===== src/rtl/ooo_decode_stage.sv =====
// ooo_decode_stage: WIDTH-slot registered decode with a one-entry skid buffer.
// Decodes opcodes into dispatch controls, tracks HALT, sticky illegal, and flush.
module ooo_decode_stage #(
   parameter int WIDTH    = 2,
   parameter bit BYTE_OPS = 1'b0
) (
   input  logic                 clk,
   input  logic                 rst,
   input  logic                 flush,
   input  logic                 in_valid,
   output logic                 in_ready,
   input  logic [32*WIDTH-1:0]  in_instr,
   output logic                 out_valid,
   input  logic                 out_ready,
   output logic [WIDTH-1:0]     out_slot_valid,
   output logic [WIDTH-1:0]     out_writeRd,
   output logic [WIDTH-1:0]     out_RegDest,
   output logic [WIDTH-1:0]     out_mem_wen,
   output logic [WIDTH-1:0]     out_mem_ren,
   output logic [WIDTH-1:0]     out_read_rs,
   output logic [WIDTH-1:0]     out_read_rt,
   output logic [5*WIDTH-1:0]   out_rd,
   output logic [5*WIDTH-1:0]   out_rs,
   output logic [5*WIDTH-1:0]   out_rt,
   output logic                 halted,
   output logic                 illegal
);

   typedef struct packed {
      logic       sv;
      logic       wr;
      logic       rdst;
      logic       mw;
      logic       mr;
      logic       urs;
      logic       urt;
      logic [4:0] rd;
      logic [4:0] rs;
      logic [4:0] rt;
   } slot_t;

   typedef enum logic {RUN, HALTED} state_t;

   // Returns {undefined, sv, wr, rdst, mw, mr, rs, rt} for one opcode.
   function automatic logic [7:0] decode_op(input logic [5:0] op);
      logic [7:0] r;
      r = 8'b0;
      unique case (op)
         6'h01, 6'h03, 6'h09, 6'h0C, 6'h0E:
            r = 8'b0111_0011;
         6'h06, 6'h07, 6'h08:
            r = 8'b0111_0010;
         6'h02, 6'h05, 6'h0A, 6'h0B, 6'h0D, 6'h0F, 6'h1C:
            r = 8'b0101_0010;
         6'h11:
            r = 8'b0101_0110;
         6'h04, 6'h1B, 6'h22, 6'h23:
            r = 8'b0101_0000;
         6'h13, 6'h18, 6'h19:
            r = 8'b0100_0011;
         6'h12:
            r = 8'b0100_1011;
         6'h1D:
            r = 8'b0100_0010;
         6'h1A, 6'h20, 6'h21, 6'h31:
            r = 8'b0100_0000;
         6'h14, 6'h16:
            r = BYTE_OPS ? 8'b0111_0011 : 8'b0100_0011;
         6'h15, 6'h17:
            r = BYTE_OPS ? 8'b0101_0010 : 8'b0100_0011;
         6'h00, 6'h30:
            r = 8'b0000_0000;
         default:
            r = 8'b1000_0000;
      endcase
      return r;
   endfunction

   state_t               state_q, state_d;
   logic                 out_vld_q, out_vld_d;
   logic                 skid_vld_q, skid_vld_d;
   logic                 illegal_q, illegal_d;
   slot_t [WIDTH-1:0]    out_q, out_d;
   slot_t [WIDTH-1:0]    skid_q, skid_d;
   slot_t [WIDTH-1:0]    dec_b;
   logic                 dec_halt;
   logic                 dec_undef;
   logic                 accept;

   // Decode every slot; slots younger than a HALT are squashed.
   always_comb begin
      logic [5:0] op;
      logic [7:0] c;
      dec_b     = '0;
      dec_halt  = 1'b0;
      dec_undef = 1'b0;
      op        = '0;
      c         = '0;
      for (int i = 0; i < WIDTH; i++) begin
         op = in_instr[32*i+26 +: 6];
         c  = decode_op(op);
         dec_b[i].rd = in_instr[32*i+21 +: 5];
         dec_b[i].rs = in_instr[32*i+16 +: 5];
         dec_b[i].rt = in_instr[32*i+11 +: 5];
         if (!dec_halt) begin
            {dec_b[i].sv, dec_b[i].wr, dec_b[i].rdst, dec_b[i].mw,
             dec_b[i].mr, dec_b[i].urs, dec_b[i].urt} = c[6:0];
         end
         dec_undef = dec_undef | c[7];
         if (op == 6'h31) dec_halt = 1'b1;
      end
   end

   // Handshake, skid steering, HALT tracking and flush.
   always_comb begin
      in_ready   = !skid_vld_q && (state_q == RUN) && !flush;
      accept     = in_valid && in_ready;
      state_d    = state_q;
      out_vld_d  = out_vld_q;
      skid_vld_d = skid_vld_q;
      illegal_d  = illegal_q;
      out_d      = out_q;
      skid_d     = skid_q;
      if (flush) begin
         out_vld_d  = 1'b0;
         skid_vld_d = 1'b0;
         state_d    = RUN;
         illegal_d  = 1'b0;
      end else begin
         if (accept && dec_halt)  state_d   = HALTED;
         if (accept && dec_undef) illegal_d = 1'b1;
         if (!out_vld_q || out_ready) begin
            if (skid_vld_q) begin
               out_d      = skid_q;
               out_vld_d  = 1'b1;
               skid_vld_d = 1'b0;
            end else if (accept) begin
               out_d     = dec_b;
               out_vld_d = 1'b1;
            end else begin
               out_vld_d = 1'b0;
            end
         end else if (accept) begin
            skid_d     = dec_b;
            skid_vld_d = 1'b1;
         end
      end
   end

   // State, output and skid registers.
   always_ff @(posedge clk or posedge rst) begin
      if (rst) begin
         state_q    <= RUN;
         out_vld_q  <= 1'b0;
         skid_vld_q <= 1'b0;
         illegal_q  <= 1'b0;
         out_q      <= '0;
         skid_q     <= '0;
      end else begin
         state_q    <= state_d;
         out_vld_q  <= out_vld_d;
         skid_vld_q <= skid_vld_d;
         illegal_q  <= illegal_d;
         out_q      <= out_d;
         skid_q     <= skid_d;
      end
   end

   // Unpack the output register onto the per-slot ports.
   always_comb begin
      out_valid = out_vld_q;
      halted    = (state_q == HALTED);
      illegal   = illegal_q;
      out_slot_valid = '0;
      out_writeRd    = '0;
      out_RegDest    = '0;
      out_mem_wen    = '0;
      out_mem_ren    = '0;
      out_read_rs    = '0;
      out_read_rt    = '0;
      out_rd         = '0;
      out_rs         = '0;
      out_rt         = '0;
      for (int i = 0; i < WIDTH; i++) begin
         out_slot_valid[i] = out_q[i].sv;
         out_writeRd[i]    = out_q[i].wr;
         out_RegDest[i]    = out_q[i].rdst;
         out_mem_wen[i]    = out_q[i].mw;
         out_mem_ren[i]    = out_q[i].mr;
         out_read_rs[i]    = out_q[i].urs;
         out_read_rt[i]    = out_q[i].urt;
         out_rd[5*i +: 5]  = out_q[i].rd;
         out_rs[5*i +: 5]  = out_q[i].rs;
         out_rt[5*i +: 5]  = out_q[i].rt;
      end
   end

endmodule

===== config.mk =====
export PLATFORM = sky130hd
export DESIGN_NAME = ooo_decode_stage
export DESIGN_NICKNAME = d
export VERILOG_FILES = /design/src/rtl/ooo_decode_stage.sv
export SDC_FILE = /design/constraint.sdc
export NUM_CORES = 1
export LEC_CHECK = 0
export ABC_AREA = 1
export BUFFER_PORTS_ARGS = -buffer_cell sky130_fd_sc_hd__buf_2
export CAP_MARGIN = 20
export CORE_ASPECT_RATIO = 0.9
export CORE_MARGIN = 5
export CORE_UTILIZATION = 30
export CTS_CLUSTER_DIAMETER = 150
export CTS_CLUSTER_SIZE = 8
export DETAILED_ROUTE_END_ITERATION = 10
export GPL_ROUTABILITY_DRIVEN = 0
export SETUP_SLACK_MARGIN = 0.15
export SLEW_MARGIN = 20
export SYNTH_ARGS = -nofsm -noshare
export SYNTH_HDL_FRONTEND = slang
export SYNTH_SLANG_ARGS = --single-unit

===== constraint.sdc =====
create_clock -name clk -period 3.4 [get_ports clk]
set_input_delay 0.51 -clock clk [delete_from_list [all_inputs] [get_ports clk]]
set_output_delay 0.51 -clock clk [all_outputs]
set_load 0.01 [all_outputs]

## Word-level counts from Yosys, hierarchy flattened

Memory sizes are Yosys's and may differ from the RTL's.
Index checks and enable logic that the tools add are counted.

| operators by class | value |
|---|---|
| add/subtract/negate cells | 0 |
| multipliers | 0 |
| div/mod/pow operators | 0 |
| order comparisons | 0 |
| equality and inequality tests | 2 |
| shift-type cells | 0 |
| mux-type cells | 16 |
| bitwise gates (word level) | 4 |
| reduce and logical (&&, ||, !) cells | 16 |

Operator list:

| kind | count |
|---|---|
| 44-bit two-way mux | 2 |
| 1-bit two-way mux | 13 |
| 6-bit equality test (second input constant) | 2 |
| 2-bit nonzero test | 4 |
| 7-bit two-way mux | 1 |
| 3-bit AND reduction | 2 |
| 1-bit logical AND | 5 |
| 1-bit logical NOT | 3 |
| 1-bit NOT | 3 |
| 3-bit nonzero test | 1 |
| 1-bit logical OR | 1 |
| 1-bit bitwise OR | 1 |

| word-level totals | value |
|---|---|
| register bits after elaboration | 92 |
| latch bits | 0 |
| bits in writable memories | 0 |
| ROM bits | 1024 |
| bits of input ports | 69 |
| output and inout bits | 48 |
| word-level logic and storage cells | 84 |
| memories kept | 2 |

Memory list:

| name | words | bits a word | read ports | clocked after Yosys merged registers in | write ports | line | source |
|---|---|---|---|---|---|---|---|
| (no name shown) | 64 | 8 | 1 | 0 | 0 | 48 | `unique case (op)` |
| (no name shown) | 64 | 8 | 1 | 0 | 0 | 48 |  |

## Logic depth before layout (Yosys ltp)

| depth | value |
|---|---|
| word-level depth | 8 |
| mapped depth | 11 |
| depth with buffers taken out | 10 |

## Least setup slack after synthesis

OpenSTA, ideal clock, no wires.

| timing | value |
|---|---|
| path type | register -> output |
| start | reg skid_vld_q |
| end | out in_ready |
| arrival time | 1.008 ns |
| data required time | 2.890 ns |
| path slack | 1.882 ns |
| cell stages (with the launch flop) | 4 |
| path buffers | 2 |
| path through | dfrtp_1 -> buf_2 -> buf_1 -> nor3_1 |

| between the ends | value |
|---|---|
| word-level cells in the longest chain between the ends | 3 |

Ends and longest elaborated chain:

| item | line | source |
|---|---|---|
| start, declared | 81 | `logic skid_vld_q, skid_vld_d;` |
| start signal, assigned | 162 | `skid_vld_q <= skid_vld_d;` |
| 1-bit logical NOT | 116 | `in_ready = !skid_vld_q && (state_q == RUN) && !flush;` |
| 1-bit logical AND (2 in a row) | 116 |  |
| end, declared | 11 | `output logic in_ready,` |

Every way passes these cells.

## Worst setup path after layout

| timing | value |
|---|---|
| start | reg skid_vld_q |
| end | reg out_q, in the netlist out_mem_wen[0] |

| between the ends | value |
|---|---|
| word-level cells in the longest chain between the ends | 6 |
| elaborated cells between the ends (all ways) | 7 |
| those cells by class | 1 x mux; 6 x reduce/logical |

Ends and longest elaborated chain:

| item | line | source |
|---|---|---|
| 1-bit logical NOT | 116 |  |
| 1-bit logical AND (2 in a row) | 116 |  |
| 1-bit logical AND | 117 | `accept = in_valid && in_ready;` |
| 2-bit nonzero test (no source line) | - |  |
| 3-bit AND reduction (no source line) | - |  |
| end signal, assigned | 164 | `out_q <= out_d;` |
| end, declared | 83 | `slot_t [WIDTH-1:0] out_q, out_d;` |

Parallel ways exist; a longest one is shown, timed or not.
A chain may end at the register's enable or synchronous reset.

==> run_results.csv <==
group,metric,value,unit
synthesis,syn_area_per_cell,8.04,sq um
synthesis,synth_fp_nets,639,
cts,cts_max_level,3,
sta,relSlewSlack,0.357,
setup_path,slowest_stage,"nand3_4",
grt,grt.total_usage,0.128,
setup_path,start_kind,"flip-flop",
detailed_routing,postRouteAntennaNets,0,
sta,min_period_over_period,0.668,
sta,period_needed,2270,ps
grt,met1_usage,0.180,
place,portBuffers,94,
min_path,hp-class,"in -> async",
power,power_leakage,0.00300,uW
setup_path,critical_path_class,"reg -> reg",
floorplanning,die-area,0.0179,sq mm
place,dp_slack,1090,ps
setup_path,crit_required,3670,ps
run_status,status,"completed",
floorplanning,fp.dieW,140,um
cts,cts_tree,"done",
sta,finalHoldViolCount,0,
setup_path,crit_path_cell_trace,"clkinv_4 -> nand4_4 -> nand2_2 -> nand3_4 -> inv_1 -> o211ai_1 -> nand2_1",
synthesis,synth.ff_latch_count,92,
floorplanning,ios,117,
run,drv_cap,0,
detailed_routing,vias_per_cell,4.56,
power,power_density,544,mW/mm^2
grt,grt_use_met2,0.204,
final_layout,nNetsFinal,717,
sta,setup_violations,0,
synthesis,syn_area,0.00459,sq mm
floorplanning,core,0.0149,sq mm
floorplanning,num_rows,42,
place,hpwl,7450,um
synthesis,ys_types,27,
grt,grt_pass1_wl,19000,um
grt,overflow,0,
final_layout,final_layout_size_suffix_gt1_frac,0.236,
synthesis,syn-instance-count,570,
sta,worstMarginPinSlew,964,ps
cts,post_cts_buffers,0,
grt,antenna_found_initial,0,
final_layout,layout_commonest_cell,"nand2_1",
sta,slew_violations,0,
floorplanning,start_util,0.308,
final_layout,antenna_cells,0,
detailed_routing,wirelength,11100,um
cts,cts.repair.resized,0,
setup_path,worstPathMaxFanout,59,
final_layout,mostFrequentLayoutCells,"232 x nand2_1, 94 x buf_2, 92 x dfrtp_1",
detailed_routing,vias,3882,
detailed_routing,firstDrtPassIters,4,
power,peakVddDrop,0.242,mV
sta,max_clock_freq,440,MHz
setup_path,crit_arrival,2540,ps
grt,globalRoute.busiestLayer,"met2",
setup_path,end_kind,"flip-flop",
cts,clk_path_buf_depth,2,
sta,clock_skew,7.24,ps
sta,rsz0062_at_grt,"false",
detailed_routing,drt_iter0_drc,229,
sta,fin_tns_setup,0,ps
detailed_routing,wire_per_inst,13.1,um
cts,clk_latency,340,ps
synthesis,seq_area_frac_synth,0.502,
final_layout,syn2layout_area_growth,19.3,%
grt,grt_pass1_vias,3842,
cts,clock_tree.root_cell,"clkbuf_16",
cts,cts_sinks,92,
sta,timing.final.ws_setup,1130,ps
detailed_routing,drc,0,
grt,met3_usage,0.0254,
final_layout,nFillCells,1552,
final_layout,post-route-util,0.368,
synthesis,yosysWarnings,0,
grt,grt_max_degree,60,
cts,cts_buffers,9,
cts,clk_pin_slew,70,ps
cts,cts-hold-fix-buffers,0,
floorplanning,die_y,127,um
setup_path,cpPeakStageDelay,430,ps
==> final timing paths <==
| path | from | to | depth (start not counted) | slack, ps |
|---|---|---|---|---|
| worst min register to register | skid_q[36]$_DFFE_PP0P_ | skid_q[36]$_DFFE_PP0P_ | 2 | 470 |
| worst max-delay path | skid_vld_q$_DFFE_PP0P_ | out_mem_wen[0]$_DFFE_PP0P_ | 7 | 1130 |
| max in group asynchronous | rst | skid_q[19]$_DFFE_PP0P_ | 3 | 2500 |
| worst max register to register | skid_vld_q$_DFFE_PP0P_ | out_mem_wen[0]$_DFFE_PP0P_ | 7 | 1130 |
| worst min-delay path | rst | out_rs[6]$_DFFE_PP0P_ | 2 | 220 |
| min in group clk | in_instr[14] | skid_q[3]$_DFFE_PP0P_ | 3 | 390 |
==> worst max-delay path, delay by kind of cell (launching register included) <==
kind / cells / cell delay, ps
AND/OR/NAND/NOR: 4 / 820
flip-flops: 1 / 410
AO/OA/AOI/OAI: 1 / 170
buffers and inverters: 2 / 780
==> layout make-up <==
class                      count  area [sq um]  share of cell area
multi-input combinational    424          2000               0.366
sequential                    92          2300               0.421
clock inverter                 6          70.1              0.0128
timing repair buffer          98           526              0.0961
clock buffer                  10           229              0.0419
tap                          198           248              0.0453
inverter                      23          93.8              0.0172
==> power breakdown <==
group / switching, uW / total [uW] / internal, uW
combinational: 322 / 553 / 231
clock: 428 / 1000 / 575
sequential: 112 / 1420 / 1310
total: 862 / 2970 / 2110
==> cell usage after synthesis <==
library cell    n  area (sq um)
o21ai_0        25           125
nor3_1          2          10.0
nand4_1         4          25.0
nand2_1       232           871
inv_1          20          75.1
nand3_4         1          17.5
a21oi_1         6          30.0
inv_2           2          7.51
clkinv_4        1          8.76
nor2_2          2          12.5
buf_6           7          78.8
nor2_1         90           338
nor4_1          1          6.26
nand3_1        20           100
or2_2           1          6.26
buf_4           1          7.51
nor2_4          1          11.3
buf_1           3          11.3
nand4_4         1          21.3
buf_2          14          70.1
a31oi_1         1          6.26
o31ai_2        30           375
nand2_2         1          6.26
o21ai_1         2          10.0
dfrtp_1        92          2300
clkbuf_1        6          22.5
o211ai_1        4          30.0
==> sequential cells by signal, summed over array words and instances, names as in the netlist <==
signal and flops:
skid_q 44, out_rd 10, out_rs 10, out_rt 10, out_RegDest 2, out_mem_ren 2
out_mem_wen 2, out_read_rs 2, out_read_rt 2, out_slot_valid 2, out_writeRd 2, halted 1
illegal 1, out_valid 1, skid_vld_q 1
==> cell families (layout without fill, tap and decap cells) <==
family / Yosys count / in the layout / synth area share
DFF: 92 / 92 / 0.502
and+or+nand+nor: 356 / 356 / 0.311
buffers and inverters: 54 / 137 / 0.0614
AOI/OAI and AO/OA: 68 / 68 / 0.126
==> metal layers <==
layer	wire length (um)	share of wire
met5	0	0
met2	5140	0.46
met4	102	0.0091
met3	456	0.041
met1	5450	0.49
==> per-stage QoR <==
stage | power, uW | hold slack [ps] | cells | cell area (sq um)
floorplan | 1780 | 443 | 570 | 4590
global placement | 1990 | 455 | 835 | 5170
global route | 3160 | 253 | 851 | 5470
finish | 2970 | 224 | 851 | 5470
CTS | 3020 | 231 | 851 | 5470
detailed placement | 2000 | 459 | 835 | 5170
Power figures use the tool's default switching activity.
